## config.mk

```make
export PLATFORM = sky130hd
export DESIGN_NAME = ring_osc_freq_meter_flat
export DESIGN_NICKNAME = d
export VERILOG_FILES = /design/src/rtl/ring_osc_freq_meter_pkg.sv /design/src/rtl/ring_osc_freq_meter_if.sv /design/src/rtl/ring_osc_freq_meter_osc_sync_edge.sv /design/src/rtl/ring_osc_freq_meter.sv /design/src/flat_wrapper.sv
export SDC_FILE = /design/constraint.sdc
export NUM_CORES = 1
export LEC_CHECK = 0
export ABC_AREA = 1
export CORE_ASPECT_RATIO = 1.4
export CORE_MARGIN = 1
export CORE_UTILIZATION = 30
export DETAILED_ROUTE_END_ITERATION = 10
export SETUP_SLACK_MARGIN = 0.2
export SLEW_MARGIN = 20
export SYNTH_ARGS = -nofsm -noshare
export SYNTH_HDL_FRONTEND = slang
export SYNTH_SLANG_ARGS = --single-unit
```

## constraint.sdc

```tcl
create_clock -name clk -period 3.25 [get_ports clk]
set_input_delay 0.8125 -clock clk [delete_from_list [all_inputs] [get_ports clk]]
set_output_delay 0.8125 -clock clk [all_outputs]
set_load 0.02 [all_outputs]
```

## src/rtl/ring_osc_freq_meter_pkg.sv

```systemverilog
// ---------------------------------------------------------------------------
// ring_osc_meas_pkg
// Shared definitions for the ring-oscillator frequency meter.
// Contents:
//   meas_state_e    : measurement FSM states (IDLE, ARM, GATE, DONE)
//   DEF_GATE_LOG2   : default gate window length exponent (window = 2^n clk)
//   DEF_COUNT_W     : default width of the edge counter / result
//   DEF_SYNC_STAGES : default depth of the osc_in synchronizer
// ---------------------------------------------------------------------------
package ring_osc_meas_pkg;

    typedef enum logic [1:0] {
        ST_IDLE = 2'd0,
        ST_ARM  = 2'd1,
        ST_GATE = 2'd2,
        ST_DONE = 2'd3
    } meas_state_e;

    localparam int DEF_GATE_LOG2   = 10;
    localparam int DEF_COUNT_W     = 16;
    localparam int DEF_SYNC_STAGES = 2;

endpackage : ring_osc_meas_pkg

```

## src/rtl/ring_osc_freq_meter_if.sv

```systemverilog
// ---------------------------------------------------------------------------
// ring_osc_freq_meter_if
// Control/result bundle between the tile wrapper and the frequency meter.
// Signals:
//   start     : level request, sampled every clk by the meter
//   busy      : meter is arming or inside the gate window
//   done      : one-cycle pulse, count_out/overflow were just updated
//   overflow  : latched result saturated
//   count_out : latched edge count of the last completed window
// Modports:
//   master : wrapper side (drives start, observes results)
//   slave  : meter side
// ---------------------------------------------------------------------------
interface ring_osc_freq_meter_if #(
    parameter int COUNT_W = 16
);
    logic               start;
    logic               busy;
    logic               done;
    logic               overflow;
    logic [COUNT_W-1:0] count_out;

    modport master (
        output start,
        input  busy,
        input  done,
        input  overflow,
        input  count_out
    );

    modport slave (
        input  start,
        output busy,
        output done,
        output overflow,
        output count_out
    );
endinterface : ring_osc_freq_meter_if

```

## src/rtl/ring_osc_freq_meter_osc_sync_edge.sv

```systemverilog
// ---------------------------------------------------------------------------
// osc_sync_edge
// Brings the free-running oscillator into the clk domain and flags its
// rising edges. osc_in goes through SYNC_STAGES flops, then one history
// flop; rise is high for one clk when the synchronized level goes 0->1.
// Inputs toggling faster than clk/2 alias; that is a property of the
// measurement, not something this block tries to detect.
// Ports:
//   clk    : system clock
//   rst_n  : asynchronous active-low reset (clears all flops)
//   osc_in : ring-oscillator output, asynchronous to clk
//   rise   : one-cycle rising-edge strobe, clk domain
// ---------------------------------------------------------------------------
module osc_sync_edge #(
    parameter int SYNC_STAGES = 2
) (
    input  logic clk,
    input  logic rst_n,
    input  logic osc_in,
    output logic rise
);

    logic [SYNC_STAGES-1:0] sync_p0;
    logic                   hist_p1;

    always_ff @(posedge clk or negedge rst_n) begin
        if (!rst_n) begin
            sync_p0 <= '0;
            hist_p1 <= 1'b0;
        end else begin
            sync_p0 <= {sync_p0[SYNC_STAGES-2:0], osc_in};
            hist_p1 <= sync_p0[SYNC_STAGES-1];
        end
    end

    assign rise = sync_p0[SYNC_STAGES-1] & ~hist_p1;

endmodule : osc_sync_edge

```

## src/rtl/ring_osc_freq_meter.sv

```systemverilog
// ---------------------------------------------------------------------------
// ring_osc_freq_meter
// Counts rising edges of the ring oscillator over a gate window of
// 2^GATE_LOG2 clk cycles and latches the count for the tile wrapper.
//
// Timeline: start sampled high in IDLE at cycle T -> ARM at T+1 ->
// GATE at T+2 .. T+1+2^GATE_LOG2 -> DONE (done pulse, new result visible)
// at T+2+2^GATE_LOG2.
//
// Build option: define RING_OSC_FREQ_CONTINUOUS_EN to let DONE go straight
// to ARM while start is high (free-running measurements, 2-cycle gap).
// Without it DONE always returns to IDLE.
//
// Ports:
//   clk   : system clock
//   rst_n : asynchronous active-low reset
//   osc_in: ring-oscillator output, asynchronous to clk
//   meas  : slave side of ring_osc_freq_meter_if
//           (start in; busy, done, overflow, count_out out)
// ---------------------------------------------------------------------------
module ring_osc_freq_meter
    import ring_osc_meas_pkg::*;
#(
    parameter int GATE_LOG2   = DEF_GATE_LOG2,
    parameter int COUNT_W     = DEF_COUNT_W,
    parameter int SYNC_STAGES = DEF_SYNC_STAGES
) (
    input  logic                  clk,
    input  logic                  rst_n,
    input  logic                  osc_in,
    ring_osc_freq_meter_if.slave  meas
);

    // Saturating increment. The MSB of the result reports that an edge had
    // to be dropped because the counter was already all-ones.
    function automatic logic [COUNT_W:0] sat_inc(
        input logic [COUNT_W-1:0] cnt,
        input logic               inc
    );
        if (!inc)
            return {1'b0, cnt};
        if (&cnt)
            return {1'b1, cnt};
        return {1'b0, cnt + 1'b1};
    endfunction

    meas_state_e            state_q;
    meas_state_e            state_d;
    logic                   rise;
    logic [GATE_LOG2-1:0]   gate_cnt_q;
    logic                   gate_last;
    logic [COUNT_W-1:0]     edge_cnt_q;
    logic [COUNT_W-1:0]     edge_nxt;
    logic                   edge_lost;
    logic                   sat_q;
    logic                   sat_nxt;
    logic [COUNT_W-1:0]     count_q;
    logic                   ovf_q;
    logic                   busy_c;
    logic                   done_c;

    osc_sync_edge #(
        .SYNC_STAGES (SYNC_STAGES)
    ) u_sync (
        .clk    (clk),
        .rst_n  (rst_n),
        .osc_in (osc_in),
        .rise   (rise)
    );

    assign gate_last          = &gate_cnt_q;
    assign {edge_lost, edge_nxt} = sat_inc(edge_cnt_q, rise);
    assign sat_nxt            = sat_q | edge_lost;

    // FSM state register
    always_ff @(posedge clk or negedge rst_n) begin
        if (!rst_n)
            state_q <= ST_IDLE;
        else
            state_q <= state_d;
    end

    // FSM next-state logic
    always_comb begin
        state_d = state_q;
        unique case (state_q)
            ST_IDLE: if (meas.start) state_d = ST_ARM;
            ST_ARM:  state_d = ST_GATE;
            ST_GATE: if (gate_last) state_d = ST_DONE;
            ST_DONE: begin
`ifdef RING_OSC_FREQ_CONTINUOUS_EN
                state_d = meas.start ? ST_ARM : ST_IDLE;
`else
                state_d = ST_IDLE;
`endif
            end
        endcase
    end

    // FSM outputs: busy and done decode disjoint states, so they never
    // overlap.
    always_comb begin
        busy_c = 1'b0;
        done_c = 1'b0;
        unique case (state_q)
            ST_ARM, ST_GATE: busy_c = 1'b1;
            ST_DONE:         done_c = 1'b1;
            default:         ;
        endcase
    end

    // Gate window counting. The result is loaded on the last GATE cycle
    // (including an edge arriving on that cycle) so it is already valid
    // while done is high.
    always_ff @(posedge clk or negedge rst_n) begin
        if (!rst_n) begin
            gate_cnt_q <= '0;
            edge_cnt_q <= '0;
            sat_q      <= 1'b0;
            count_q    <= '0;
            ovf_q      <= 1'b0;
        end else begin
            if (state_q == ST_ARM) begin
                gate_cnt_q <= '0;
                edge_cnt_q <= '0;
                sat_q      <= 1'b0;
            end else if (state_q == ST_GATE) begin
                gate_cnt_q <= gate_cnt_q + 1'b1;
                edge_cnt_q <= edge_nxt;
                sat_q      <= sat_nxt;
                if (gate_last) begin
                    count_q <= edge_nxt;
                    ovf_q   <= sat_nxt;
                end
            end
        end
    end

    assign meas.busy      = busy_c;
    assign meas.done      = done_c;
    assign meas.overflow  = ovf_q;
    assign meas.count_out = count_q;

endmodule : ring_osc_freq_meter
```

## src/flat_wrapper.sv

```systemverilog
// flat-port wrapper written by rule: the top's interface ports become plain ports
module ring_osc_freq_meter_flat import ring_osc_meas_pkg::*;
#(
    parameter int GATE_LOG2   = DEF_GATE_LOG2,
    parameter int COUNT_W     = DEF_COUNT_W,
    parameter int SYNC_STAGES = DEF_SYNC_STAGES
)
  (clk, rst_n, osc_in, meas_start, meas_busy, meas_done, meas_overflow, meas_count_out);
  ring_osc_freq_meter_if #(.COUNT_W(COUNT_W)) meas_i ();
  input  logic clk;
  input  logic rst_n;
  input  logic osc_in;
  input wire logic [$bits(meas_i.start)-1:0] meas_start;
  output wire logic [$bits(meas_i.busy)-1:0] meas_busy;
  output wire logic [$bits(meas_i.done)-1:0] meas_done;
  output wire logic [$bits(meas_i.overflow)-1:0] meas_overflow;
  output wire logic [$bits(meas_i.count_out)-1:0] meas_count_out;
  assign meas_i.start = meas_start;
  assign meas_busy = meas_i.busy;
  assign meas_done = meas_i.done;
  assign meas_overflow = meas_i.overflow;
  assign meas_count_out = meas_i.count_out;
  ring_osc_freq_meter #(.GATE_LOG2(GATE_LOG2), .COUNT_W(COUNT_W), .SYNC_STAGES(SYNC_STAGES)) u_core (.clk(clk), .rst_n(rst_n), .osc_in(osc_in), .meas(meas_i));
endmodule
```

==> flow_metrics.env, run 1 <==
export IMPL_cts_tree="yes"
export IMPL_cts_buffers=5
export IMPL_maxSlewViolCount=0
export IMPL_dr_pass1_iters=4
export IMPL_cts_resized=0
export IMPL_placed_cells=483
export IMPL_async_flop_share=1.00
export IMPL_clockBufferDepth=2
export IMPL_area_growth_pct=18.7
export IMPL_cp_required_ns=2.44
export IMPL_synth_nets=373
export IMPL_cts_root_buf="clkbuf_16"
export IMPL_fin_crit_sh=0.831
export IMPL_grt_pass1_wl_mm=10.2
export IMPL_layout_drive_gt1_share=0.0622
export IMPL_critPathArrivalTime_ns=1.89
export IMPL_grt_max_degree=24
export IMPL_wl_mm=5.85
export IMPL_pre_cts_slack_ns=0.858
export IMPL_nNetsFinal=396
export IMPL_ys_ff_latch=49
export IMPL_synth_edf_count=0
export IMPL_yosys_warnings=0
export IMPL_fin_ws_ns=0.549
export IMPL_path_max_fanout=8
export IMPL_fmax_mhz=370
export IMPL_synth_cell_type_count=27
export IMPL_hold_buffers=0
export IMPL_path_clk_slew_ns=0.07
export IMPL_slew_headroom=0.455
export IMPL_total_power_mw=1.53
export IMPL_vias_per_cell=4.60
export IMPL_synthFlopType="dfrtp_1"
export IMPL_initial_core_util=0.311
export IMPL_first_iter_violations=128
export IMPL_power_density_nw_per_um2=480
export IMPL_rows=40
export IMPL_drc_errors=0
export IMPL_hold_violations=0
export IMPL_dieWidth_um=81.8
export IMPL_p_leak_nw=1.66
export IMPL_diodes=0
export IMPL_cts_max_level=2
export IMPL_critical_path_class="flop to output pin"
export IMPL_overflow=0
export IMPL_startpoint_type="flop"
export IMPL_grt_use_total=0.141
export IMPL_antenna_found_initial=0
export IMPL_hpwl_mm=4.26
export IMPL_ant_nets=0
export IMPL_timing_hold_ws_ns=0.354
export IMPL_setup_viol=0
export IMPL_portBuffers=22
export IMPL_io_pins=23
export IMPL_final_cells=491
export IMPL_wire_per_inst_um=11.9
export IMPL_dieArea_um2=9310
export IMPL_tightest_slew_ns=0.817
export IMPL_cts_sinks=49
export IMPL_end_kind="output pin"
export IMPL_grt_pass1_vias=2262
export IMPL_hp_class="flop to flop"
export IMPL_clock_latency_ns=0.29
export IMPL_peakVddDrop_mv=0.344
export IMPL_max_cap_violations=0
export IMPL_rsz0062_at_grt="no"
export IMPL_period_minus_slack_ns=2.70
export IMPL_coreArea_um2=8610
export IMPL_syn_inst=362
export IMPL_avgSynthCellArea_um2=7.39
export IMPL_final_setup_tns_ns=0
export IMPL_num_vias=2257
export IMPL_run_status="complete, no violations"
export IMPL_ys_seq_area_frac=0.458
export IMPL_die_y_um=114
export IMPL_fin_skew_ns=0.00588
export IMPL_syn_area_um2=2680
export IMPL_post_cts_buffers=0
export IMPL_routabilityCongestion=0.809
==> registers in the layout (all words and copies together) (netlist names) <==
register / flops
u_core.edge_cnt_q: 16
u_core.u_sync.sync_p0: 2
u_core.gate_cnt_q: 10
u_core.sat_q: 1
u_core.u_sync.hist_p1: 1
u_core.meas.overflow: 1
u_core.state_q: 2
u_core.meas.count_out: 16
==> final timing paths <==
path / from / to / slack [ns] / depth (start not counted)
worst max-delay path: u_core.state_q[1] / meas_busy / 0.55 / 3
worst min-delay path: u_core.u_sync.sync_p0[0] / u_core.u_sync.sync_p0[1] / 0.35 / 0
worst max register to register: u_core.state_q[1] / u_core.edge_cnt_q[12] / 1.09 / 6
worst min register to register: u_core.u_sync.sync_p0[0] / u_core.u_sync.sync_p0[1] / 0.35 / 0
max in group asynchronous: rst_n / u_core.state_q[1] / 2.12 / 2
min in group asynchronous: rst_n / u_core.meas.count_out[14] / 0.50 / 1
==> area by class of cell <==
class | instances | area [µm²]
sequential | 49 | 1230
fill | 936 | 5430
clock buffer | 5 | 125
tap | 105 | 131
inverter | 30 | 113
multi-input combinational | 275 | 1280
clock inverter | 3 | 68.8
timing repair buffer | 24 | 230
==> routing by layer <==
metal  GRT usage  wire [µm]  vias up
met5           0          0        -
met4      0.0468         95        0
met3      0.0312        167        9
met2       0.256       3060       21
met1       0.156       2530     1040
li1            -          -     1187
==> stage by stage <==
| stage | util | area (µm²) |
|---|---|---|
| global placement | 0.347 | 2980 |
| detailed placement | 0.347 | 2980 |
| global route | 0.369 | 3180 |
| finish | 0.369 | 3180 |
| CTS | 0.369 | 3180 |
| floorplan | - | 2680 |
==> cell usage in the layout (no fill, tap or decap), types with 2 or more instances in the layout <==
| cell | Yosys | routed |
|---|---|---|
| nand2_1 | 162 | 162 |
| dfrtp_1 | 49 | 49 |
| inv_1 | 27 | 27 |
| nor2_1 | 26 | 26 |
| nand3_1 | 26 | 26 |
| clkdlybuf4s50_1 | 0 | 21 |
| o21ai_0 | 17 | 17 |
| ha_1 | 7 | 7 |
| nand4_1 | 6 | 6 |
| a21oi_1 | 6 | 6 |
| clkbuf_16 | 0 | 5 |
| nor2_2 | 4 | 4 |
| o21bai_1 | 4 | 4 |
| inv_2 | 3 | 3 |
| nand3b_1 | 3 | 3 |
| nor2_4 | 2 | 2 |
| nand2_4 | 2 | 2 |
| o21ai_1 | 2 | 2 |
| xnor2_1 | 2 | 2 |
| bufinv_16 | 0 | 2 |
| buf_4 | 4 | 2 |
==> kinds of logic (layout without fill, tap and decap cells) <==
kind of cell,Yosys count,after routing,synth area share
xor gates and xnor gates,3,3,0.00982
AOI/OAI and AO/OA,31,31,0.0641
adders and majority gates,7,7,0.0327
buffers and inverters,38,62,0.0622
DFF,49,49,0.458
and+or+nand+nor,234,234,0.373
==> synth_stat cells (all sizes together) (2+ instances only) <==
library cell / count / area (µm²)
clkbuf: 2 / 7.51
buf: 6 / 46.3
o21bai: 4 / 30.0
nand3b: 3 / 22.5
nand2: 165 / 637
inv: 30 / 113
dfrtp: 49 / 1230
nand3: 26 / 130
xnor2: 2 / 17.5
a21oi: 6 / 30.0
o21ai: 19 / 95.1
nor2: 33 / 165
nand4: 6 / 37.5
ha: 7 / 87.6
==> report_power, final <==
part	switching, mW	internal, mW	total (mW)
combinational	0.0931	0.0598	0.153
sequential	0.0555	0.641	0.696
clock	0.232	0.444	0.676
==> critical path, cell delays in order, from the launching register on <==
cell	delay [ns]
dfrtp_1	0.42
inv_1	0.09
ha_1	0.43
clkdlybuf4s50_1	0.66
(Power assumes the default switching activity.)
==> run 2: changes to the inputs <==
==> constraint.sdc (replaced) <==
create_clock -name clk -period 2.5 [get_ports clk]
set_input_delay 0.625 -clock clk [delete_from_list [all_inputs] [get_ports clk]]
set_output_delay 0.625 -clock clk [all_outputs]
set_load 0.02 [all_outputs]
==> flow_metrics.env, run 2 (synthesized netlist as in run 1, its figures left out) <==
export IMPL_run_status="complete, no violations"
export IMPL_slew_headroom=0.585
export IMPL_cts_max_level=2
export IMPL_worst_path_max_delay_cell="ha_1"
export IMPL_overflow=0
export IMPL_post_cts_buffers=0
export IMPL_first_iter_violations=98
export IMPL_clock_latency_ns=0.29
export IMPL_fin_ws_ns=0.285
export IMPL_dieArea_um2=9310
export IMPL_diodes=0
export IMPL_r2r_end="u_core.meas.count_out[14]"
export IMPL_worstHoldPathCells=0
export IMPL_clockBufferDepth=2
export IMPL_path_clk_slew_ns=0.06
export IMPL_cts_tree="yes"
export IMPL_rows=40
export IMPL_crit_buf_inv=2
export IMPL_fin_skew_ns=0.00497
export IMPL_path_cells="inv_1 -> ha_1 -> dlygate4sd2_1"
export IMPL_setup_viol=0
export IMPL_cts_sinks=49
export IMPL_hp_start="u_core.u_sync.sync_p0[0]"
export IMPL_crit_family="buffers and inverters"
export IMPL_wl_mm=5.89
export IMPL_p_leak_nw=1.65
export IMPL_critPathArrivalTime_ns=1.59
export IMPL_tightest_slew_ns=0.623
export IMPL_rr_worst_depth=10
export IMPL_share_comb_of_total_power=0.109
export IMPL_cpPeakStageDelay_ns=0.43
export IMPL_timing_hold_ws_ns=0.355
export IMPL_wire_per_inst_um=11.9
export IMPL_worst_path_stages=3
export IMPL_antenna_found_initial=0
export IMPL_total_power_mw=1.86
export IMPL_swShare=0.260
export IMPL_die_y_um=114
export IMPL_path_max_fanout=8
export IMPL_area_growth_pct=18.3
export IMPL_grt_use_total=0.144
export IMPL_cp_required_ns=1.88
export IMPL_period_minus_slack_ns=2.21
export IMPL_ant_nets=0
export IMPL_dr_pass1_iters=4
export IMPL_startpoint_type="flop"
export IMPL_max_cap_violations=0
export IMPL_coreArea_um2=8610
export IMPL_end_kind="output pin"
export IMPL_hold_violations=0
export IMPL_cts_buffers=5
export IMPL_cts_root_buf="clkbuf_16"
export IMPL_pre_cts_slack_ns=0.324
export IMPL_portBuffers=22
export IMPL_clkPwrFrac=0.403
export IMPL_rsz0062_at_grt="no"
export IMPL_num_vias=2300
export IMPL_reg2reg_from="u_core.edge_cnt_q[0]"
export IMPL_seqPwrFrac=0.487
export IMPL_hp_class="flop to flop"
export IMPL_grt_pass1_wl_mm=10.2
export IMPL_p_int_mw=1.38
export IMPL_drc_errors=0
export IMPL_layout_commonest_cell="nand2_1"
export IMPL_grt_max_degree=50
export IMPL_critical_path_class="flop to output pin"
export IMPL_finalCoreUtilization=0.368
export IMPL_routabilityCongestion=0.836
export IMPL_nNetsFinal=399
export IMPL_layout_drive_gt1_share=0.0670
export IMPL_hold_path_end="u_core.u_sync.sync_p0[1]"
export IMPL_fmax_mhz=451
export IMPL_io_pins=23
export IMPL_hpwl_mm=4.15
export IMPL_rrSetupSlack_ns=0.65
export IMPL_final_setup_tns_ns=0
export IMPL_vias_per_cell=4.67
export IMPL_fin_crit_sh=0.886
export IMPL_maxSlewViolCount=0
export IMPL_power_density_nw_per_um2=588
export IMPL_dieWidth_um=81.8
export IMPL_initial_core_util=0.311
export IMPL_layout_common_cells="162 x nand2_1, 49 x dfrtp_1, 27 x inv_1"
export IMPL_peakVddDrop_mv=0.423
export IMPL_grt_pass1_vias=2279
export IMPL_p_switching_mw=0.483
==> run 2: power groups by stage <==
stage                     sequential, mW  clock (mW)  combinational (mW)
after global placement             0.920           0               0.201
final                              0.907       0.751               0.203
after floorplan                    0.881           0               0.197
after CTS                          0.907       0.770               0.208
after detailed placement           0.921           0               0.207
after global routing               0.914       0.802               0.241
==> run 2: worst max path at each step <==
stage | from | end
CTS | u_core.state_q[1] | meas_busy
global placement | u_core.state_q[1] | meas_busy
global route | u_core.state_q[1] | meas_busy
detailed placement | u_core.state_q[1] | meas_busy
floorplan | u_core.state_q[1] | u_core.gate_cnt_q[9]
finish | u_core.state_q[1] | meas_busy
==> run 2: worst register-to-register path, cell delays in order, from the launching register on <==
cell	delay (ns)
dfrtp_1	0.46
ha_1	0.30
inv_1	0.08
nor2_2	0.26
nand2_1	0.11
nor2_2	0.23
nand2_1	0.08
nand2_1	0.06
nand3_1	0.08
nand2_1	0.07
nand2_1	0.04
==> run 2: final cells by class <==
class / instances / area, µm²
clock buffers: 5 / 125
repair buffers: 27 / 251
well taps: 105 / 131
inverters: 30 / 113
clock inverters: 2 / 35.0
multi-input cells: 275 / 1280
fillers: 951 / 5440
flip-flops and latches: 49 / 1230
==> run 2: timing repair <==
item | in CTS | in global routing
hold buffers | 0 | 0
gates resized for setup | 1 | 0
setup endpoints to repair | 1 | 0
==> run 2: routing by layer <==
layer | share of wire | up-vias | track usage | wire (µm)
met4 | 0.032 | 0 | 0.0772 | 189
met2 | 0.50 | 34 | 0.244 | 2950
li1 | - | 1183 | - | -
met1 | 0.42 | 1068 | 0.165 | 2500
met3 | 0.042 | 15 | 0.0296 | 249
met5 | 0 | - | 0 | 0
==> run 2: through the flow <==
step,std cells,cell area (µm²)
floorplan,362,2680
global placement,486,3010
detailed placement,486,3010
CTS,493,3170
global route,493,3170
finish,493,3170
